$ cat config.mk
export PLATFORM = sky130hd
export DESIGN_NAME = vote_tally
export DESIGN_NICKNAME = d
export VERILOG_FILES = /design/src/rtl/vote_tally.sv
export SDC_FILE = /design/constraint.sdc
export NUM_CORES = 1
export LEC_CHECK = 0
export ABC_CLOCK_PERIOD_IN_PS = 2100
export CAP_MARGIN = 20
export CORE_UTILIZATION = 41
export DETAILED_ROUTE_END_ITERATION = 6
export GPL_ROUTABILITY_DRIVEN = 0
export HOLD_SLACK_MARGIN = 0.1
export MAX_ROUTING_LAYER = met4
export PLACE_DENSITY = 0.68
export SLEW_MARGIN = 15
export SYNTH_ARGS = -nofsm -noshare
export SYNTH_HDL_FRONTEND = slang
export SYNTH_SLANG_ARGS = --single-unit
$ cat constraint.sdc
create_clock -name clk -period 2.1 [get_ports clk]
set_clock_uncertainty 0.15 [all_clocks]
set_input_delay 0.315 -clock clk [delete_from_list [all_inputs] [get_ports clk]]
set_output_delay 0.315 -clock clk [all_outputs]
set_load 0.005 [all_outputs]
$ cat src/rtl/vote_tally.sv
// vote_tally: ballot collection and tally for a three-candidate poll.
// Accepts one-hot ballots over valid/ready while a poll is open and keeps
// saturating per-candidate counts and a malformed-ballot count. Closing the
// poll produces a registered winner/tie result.
module vote_tally #(
    parameter int CNT_W = 8
) (
    input  logic             clk,
    input  logic             rst_n,
    input  logic             open_poll,
    input  logic             close_poll,
    input  logic             vote_valid,
    input  logic [2:0]       vote_sel,
    output logic             vote_ready,
    output logic             poll_open,
    output logic [CNT_W-1:0] cnt_a,
    output logic [CNT_W-1:0] cnt_b,
    output logic [CNT_W-1:0] cnt_c,
    output logic [CNT_W-1:0] invalid_cnt,
    output logic             overflow,
    output logic [1:0]       winner,
    output logic             tie,
    output logic             done
);

    typedef enum logic [1:0] {
        IDLE    = 2'd0,
        OPEN    = 2'd1,
        COMPARE = 2'd2,
        DONE    = 2'd3
    } state_t;

    localparam logic [CNT_W-1:0] CNT_MAX = '1;
    localparam logic [CNT_W-1:0] CNT_ONE = CNT_W'(1);

    state_t     state;
    state_t     state_next;
    logic       start_poll;
    logic       accept;
    logic [1:0] winner_next;
    logic       tie_next;

    // A new poll can only be started from IDLE or DONE; open_poll in OPEN is ignored.
    assign start_poll = open_poll && ((state == IDLE) || (state == DONE));
    // Ballots only transfer while the poll is open.
    assign accept     = vote_valid && (state == OPEN);
    assign vote_ready = poll_open;

    // State register.
    always_ff @(posedge clk) begin
        if (!rst_n) begin
            state <= IDLE;
        end else begin
            state <= state_next;
        end
    end

    // Next-state logic; close has priority in OPEN simply because open is not decoded there.
    always_comb begin
        state_next = state;
        case (state)
            IDLE:    if (open_poll)  state_next = OPEN;
            OPEN:    if (close_poll) state_next = COMPARE;
            COMPARE: state_next = DONE;
            DONE:    if (open_poll)  state_next = OPEN;
            default: state_next = IDLE;
        endcase
    end

    // Status flags are registered from the next state so they carry no decode glitches.
    always_ff @(posedge clk) begin
        if (!rst_n) begin
            poll_open <= 1'b0;
            done      <= 1'b0;
        end else begin
            poll_open <= (state_next == OPEN);
            done      <= (state_next == DONE);
        end
    end

    // Tally counters: one increment per transferred ballot, saturating with a sticky overflow.
    always_ff @(posedge clk) begin
        if (!rst_n || start_poll) begin
            cnt_a       <= '0;
            cnt_b       <= '0;
            cnt_c       <= '0;
            invalid_cnt <= '0;
            overflow    <= 1'b0;
        end else if (accept) begin
            case (vote_sel)
                3'b100: begin
                    if (cnt_a == CNT_MAX) overflow <= 1'b1;
                    else                  cnt_a <= cnt_a + CNT_ONE;
                end
                3'b010: begin
                    if (cnt_b == CNT_MAX) overflow <= 1'b1;
                    else                  cnt_b <= cnt_b + CNT_ONE;
                end
                3'b001: begin
                    if (cnt_c == CNT_MAX) overflow <= 1'b1;
                    else                  cnt_c <= cnt_c + CNT_ONE;
                end
                default: begin
                    if (invalid_cnt == CNT_MAX) overflow <= 1'b1;
                    else                        invalid_cnt <= invalid_cnt + CNT_ONE;
                end
            endcase
        end
    end

    // Winner decision: a strict maximum wins; a shared nonzero maximum is a tie.
    always_comb begin
        winner_next = 2'd0;
        tie_next    = 1'b0;
        if ((cnt_a > cnt_b) && (cnt_a > cnt_c)) begin
            winner_next = 2'd1;
        end else if ((cnt_b > cnt_a) && (cnt_b > cnt_c)) begin
            winner_next = 2'd2;
        end else if ((cnt_c > cnt_a) && (cnt_c > cnt_b)) begin
            winner_next = 2'd3;
        end else if ((cnt_a != '0) || (cnt_b != '0) || (cnt_c != '0)) begin
            tie_next = 1'b1;
        end
    end

    // Result register: captured during the single COMPARE cycle, cleared on a new poll.
    always_ff @(posedge clk) begin
        if (!rst_n || start_poll) begin
            winner <= 2'd0;
            tie    <= 1'b0;
        end else if (state == COMPARE) begin
            winner <= winner_next;
            tie    <= tie_next;
        end
    end

endmodule
==> flow_summary.yaml, run 1 <==
timing:
  setup_violations: 1
  hold_viol: 0
  tightest_slew_ns: 0.397
  fmax_ghz: 0.474
  post-route-period-util: 1.00
  slew_violations: 0
  slew_headroom: 0.733
  fin_crit_ns: 2.11
  fin_setup_tns_ns: -0.00772
  rsz0062_at_grt: "yes"
  setup_ws_ns: -0.00772
drt:
  drc: 0
  drt_first_pass_iters: 4
  vias: 2558
  drt-initial-drc-count: 102
  drt_wl_total_um: 7150
  ant_nets: 0
  routedWlPerCell_um: 15.0
  avgViaCountPerCell: 5.36
yosys:
  async_reset_ff_frac: 0
  ys_warn_count: 0
  syn_avg_cell_area_um2: 8.56
  synth_top_family_by_area: "simple AND/OR/NAND/NOR gates"
  syn-num-nets: 338
  synth_xor_area_frac: 0.0898
  synthMuxAreaShare: 0.00395
  syn_inst: 296
  synth_ff_type: "dfxtp_1"
  synth-compound-area-share: 0.125
  synth.distinct_cells: 44
  yosys.area_share.simple: 0.256
  synth_edf_count: 0
  ys_ff_latch: 40
  synthAdderAreaFrac: 0.168
  synth_seq_area_share: 0.316
  synthesis.area_um2: 2530
floorplan:
  die_w_um: 80.6
  die-area_um2: 6500
  core-area_um2: 5960
  start_util: 0.426
  std_cell_rows: 28
  io_pins: 47
  die_h_um: 80.6
critical_path:
  cp_slowest_stage_delay_ns: 0.46
  path_max_fanout: 3
  critical_path.top_delay_family: "simple AND/OR/NAND/NOR gates"
  end_kind: "flip-flop"
  cp.arrival_ns: 2.20
  crit_type: "flip-flop to flip-flop"
  r2r_start: "cnt_a[7]"
  setup.worst_path.start: "cnt_a[7]"
  path_buf_inv: 2
  crit_chain: "inv_1 > ha_1 > nand4_1 > a21oi_2 > buf_4 > nor4bb_4 > or4_1 > o21ai_1"
  critPathSlowestCell: "or4_1"
  cp-start-kind: "flip-flop"
  cp.required_ns: 2.19
  r2r_setup_slack_ns: -0.008
global_route:
  antenna_found_initial: 0
  grt_pass1_vias: 2322
  overflow: 0
  grt_pass1_wl_um: 11000
  grt_use_total: 0.231
  grt_max_degree: 26
power_and_ir_drop:
  p_leak_uw: 0.00157
  ir_drop_mv: 0.324
  power_density_nw_per_um2: 474
cells_and_area:
  layout_common_cells: "buf_4 (55), clkdlybuf4s50_1 (46), nor2_1 (43)"
  final_common_cell: "buf_4"
  area_growth_pct: 49.7
  multi_input_area_um2: 1810
  regArea_um2: 817
  fin_cells: 477
  fill_cells: 505
  final_nets: 443
  fin_area_um2: 3790
  antenna_cells: 0
  drive_gt1_frac: 0.266
place:
  portBuffers: 46
  placed_area_um2: 3430
  dp_hpwl_um: 5310
  dp_cells: 459
clock_tree:
  htree_levels: 2
  root_buffer: "clkbuf_8"
  cts_hold_buf: 0
  cts_sinks: 40
  clkTransAtPathRegs_ns: 0.09
  numCtsBuffers: 5
  worstSkewPairLatency_ns: 0.30
  cts_max_path_buffers: 2
  cts_tree: "done"
hold_path:
  worstHoldPathType: "flip-flop to flip-flop"
  hp-start: "tie"
outcome:
  status: "finished, violations left"
  violations: "setup timing"
run:
  drv_cap: 0
worst min-delay path, cell delays in order (launching register included):
cell and delay, ns:
dfxtp_1 0.32, nand3_1 0.07, o21ai_1 0.05
final timing paths:
check,to,cells past startpoint
worst min register to register,tie,2
worst max-delay path,tie,8
worst max register to register,tie,8
worst min-delay path,tie,2
power breakdown:
group / internal (µW) / leakage (µW) / switching (µW)
Sequential: 794 / 0.000328 / 29.3
Clock: 266 / 0.0000434 / 293
Combinational: 187 / 0.00120 / 229
Total: 1250 / 0.00157 / 552
state kept, by name, summed over array words and instances, names as in the netlist:
| signal | count |
|---|---|
| cnt_a | 8 |
| cnt_b | 8 |
| cnt_c | 8 |
| done | 1 |
| invalid_cnt | 8 |
| overflow | 1 |
| poll_open | 1 |
| state | 2 |
| tie | 1 |
| winner | 2 |
Yosys cell counts (5+ instances only):
cell type | number | share of area
ha_1 | 34 | 0.17
nand2_1 | 15 | 0.022
xnor2_1 | 16 | 0.055
nand3_1 | 6 | 0.012
dfxtp_1 | 40 | 0.32
and2_1 | 5 | 0.012
o21ai_0 | 9 | 0.018
and3_1 | 8 | 0.020
o211ai_1 | 6 | 0.018
nand4_1 | 18 | 0.044
a21oi_1 | 17 | 0.034
xor2_1 | 10 | 0.035
inv_1 | 23 | 0.034
nor2_1 | 43 | 0.064
layout make-up:
class,count,area share
tap,75,0.0247
timing repair buffer,102,0.233
inverter,23,0.0234
multi-input combinational,229,0.478
sequential,40,0.215
clock buffer,6,0.0218
clock inverter,2,0.00396
logic make-up (layout without fill, tap and decap cells):
logic type | count (synthesis) | count (layout)
buffers and inverters | 27 | 133
AND/OR/NAND/NOR | 121 | 121
AO/OA/AOI/OAI | 47 | 47
multiplexers | 1 | 1
XOR/XNOR | 26 | 26
adder cells (fa/ha/maj) | 34 | 34
flip-flops | 40 | 40
metal layers:
metal	global-route usage	vias to the layer above	routed length (µm)
met5	-	-	0
met4	0.0857	0	193
met3	0.0341	15	266
met2	0.373	56	3400
met1	0.291	1223	3300
li1	-	1264	-
metrics by stage:
step	util	hold slack (ns)	setup WS [ns]	power, µW
6_report	0.637	0.328	-0.00772	1800
5_1_grt	0.637	0.353	-0.101	1900
4_1_cts	0.602	0.330	-0.0232	1800
3_5_place_dp	0.576	0.328	-0.236	1240
3_3_place_gp	0.576	0.321	-0.161	1220
2_1_floorplan	-	0.287	0.0203	1080
what timing repair did:
item,4_1_cts,5_1_grt
setup endpoints to repair,5,20
pin swaps,8,24
hold endpoints to repair,0,0
setup buffers,3,7
gates resized for setup,9,38
Note: power is estimated with default switching activity, not from simulation.
==> inputs of run 2 (changes only) <==
- CORE_UTILIZATION: 41 -> 40
- GPL_ROUTABILITY_DRIVEN: 0 -> default
- PLACE_DENSITY: 0.68 -> 0.66
==> run 2 against run 1 <==
Against the previous run: combinational power is 3% higher; clock-buffer cell count is 1 lower; the flow still finishes with violations (setup timing); design area is 1.4% lower.
==> flow_summary.yaml, run 2 (same netlist as run 1, synthesis figures left out) <==
outcome:
  status: "finished, violations left"
  violations: "setup timing"
hold_path:
  whs_path_depth: 2
  hp-start: "tie"
  min_to: "tie"
  worstHoldPathType: "flip-flop to flip-flop"
clock_tree:
  numCtsBuffers: 5
  cts_sinks: 40
  worstSkewPairLatency_ns: 0.30
  cts_max_path_buffers: 2
  cts_tree: "done"
  htree_levels: 2
  clkTransAtPathRegs_ns: 0.09
  root_buffer: "clkbuf_8"
cells_and_area:
  area_growth_pct: 47.7
  fin_area_um2: 3740
  fin_cells: 468
  multi_input_area_um2: 1790
  final_common_cell: "buf_4"
  antenna_cells: 0
  final_nets: 434
  layout_common_cells: "buf_4 (45), clkdlybuf4s50_1 (44), nor2_1 (43)"
  regArea_um2: 822
  final_util: 0.621
  drive_gt1_frac: 0.247
  fill_cells: 523
drt:
  drc: 0
  vias: 2496
  drt_first_pass_iters: 4
  drt-initial-drc-count: 124
  routedWlPerCell_um: 14.8
  drt_wl_total_um: 6930
  ant_nets: 0
  avgViaCountPerCell: 5.33
floorplan:
  die_h_um: 81.6
  die-area_um2: 6660
  core-area_um2: 6030
  io_pins: 47
  std_cell_rows: 28
  die_w_um: 81.6
  start_util: 0.421
critical_path:
  cp-start-kind: "flip-flop"
  end_kind: "flip-flop"
  path_max_fanout: 3
  crit_type: "flip-flop to flip-flop"
  r2r_setup_slack_ns: -0.04
  cp.required_ns: 2.19
  cp.arrival_ns: 2.23
  r2r_start: "cnt_a[1]"
  setup.worst_path.start: "cnt_a[1]"
  r2r_cells: 9
  r2r-end: "tie"
place:
  portBuffers: 46
  placed_area_um2: 3410
  gp_congestion: 0.848
  dp_cells: 455
  dp_hpwl_um: 5260
timing:
  setup_ws_ns: -0.0413
  fmax_ghz: 0.467
  post-route-period-util: 1.02
  setup_violations: 1
  rsz0062_at_grt: "yes"
  hold_viol: 0
  slew_violations: 0
  tightest_slew_ns: 0.362
  slew_headroom: 0.756
  fin_crit_ns: 2.14
power_and_ir_drop:
  power.switching_uw: 573
  p_clk_frac: 0.345
  switching_share: 0.298
  pwr-share-seq: 0.432
  p_int_uw: 1350
  power_frac_comb: 0.223
  p_leak_uw: 0.00156
  ir_drop_mv: 0.422
  power_density_nw_per_um2: 513
global_route:
  grt_pass1_vias: 2342
  grt_max_degree: 35
  grt_use_total: 0.227
  overflow: 0
  grt_pass1_wl_um: 11000
  antenna_found_initial: 0
run:
  drv_cap: 0
==> run 2: worst max path at each step <==
| stage | end |
|---|---|
| 2_1_floorplan | tie |
| 3_3_place_gp | cnt_b[5] |
| 3_5_place_dp | cnt_b[5] |
| 4_1_cts | cnt_b[5] |
| 5_1_grt | winner[1] |
| 6_report | tie |
==> run 2: through the flow <==
| stage | worst slack (ns) | hold slack (ns) | TNS (ns) | power, µW |
|---|---|---|---|---|
| floorplan | 0.0203 | 0.287 | 0 | 1080 |
| global placement | -0.194 | 0.318 | -2.76 | 1230 |
| detailed placement | -0.246 | 0.323 | -3.63 | 1250 |
| CTS | 0.000951 | 0.328 | 0 | 1910 |
| global route | -0.154 | 0.347 | -0.385 | 2030 |
| finish | -0.0413 | 0.325 | -0.0413 | 1920 |
==> run 2: what timing repair did <==
item | CTS | global route
pin swaps | 8 | 16
hold buffers | 0 | 0
gates resized for setup | 10 | 38
buffers inserted | 1 | 4
setup endpoints to repair | 3 | 16
==> run 2: critical path, stage by stage, from the launching register on <==
cell,delay [ns]
dfxtp_2,0.35
inv_2,0.06
ha_4,0.27
nor2b_1,0.13
o211ai_1,0.13
a21oi_2,0.21
buf_4,0.15
nor4bb_4,0.04
or4_1,0.48
o21ai_1,0.12
==> run 2: power by group through the flow <==
stage / Combinational, µW / Sequential (µW) / Clock, µW
global route: 474 / 839 / 714
floorplan: 242 / 841 / 0
finish: 429 / 831 / 662
CTS: 405 / 826 / 684
global placement: 390 / 841 / 0
detailed placement: 401 / 844 / 0
==> run 2: final cells by class <==
type,count,share of cell area
flip-flops and latches,40,0.220
clock inverters,3,0.0127
multi-input cells,229,0.478
repair buffers,93,0.223
well taps,75,0.0251
clock buffers,5,0.0184
inverters,23,0.0231
==> run 2: metal layers <==
layer,track usage,wire [µm]
met1,0.291,3280
met2,0.360,3260
met3,0.0444,264
met4,0.0719,127
met5,-,0
==> inputs of run 3 (changes only) <==
- SLEW_MARGIN: 15 -> 20
==> results of run 3 <==
Same layout as run 2: the final DEF is identical, and so are final timing and power.
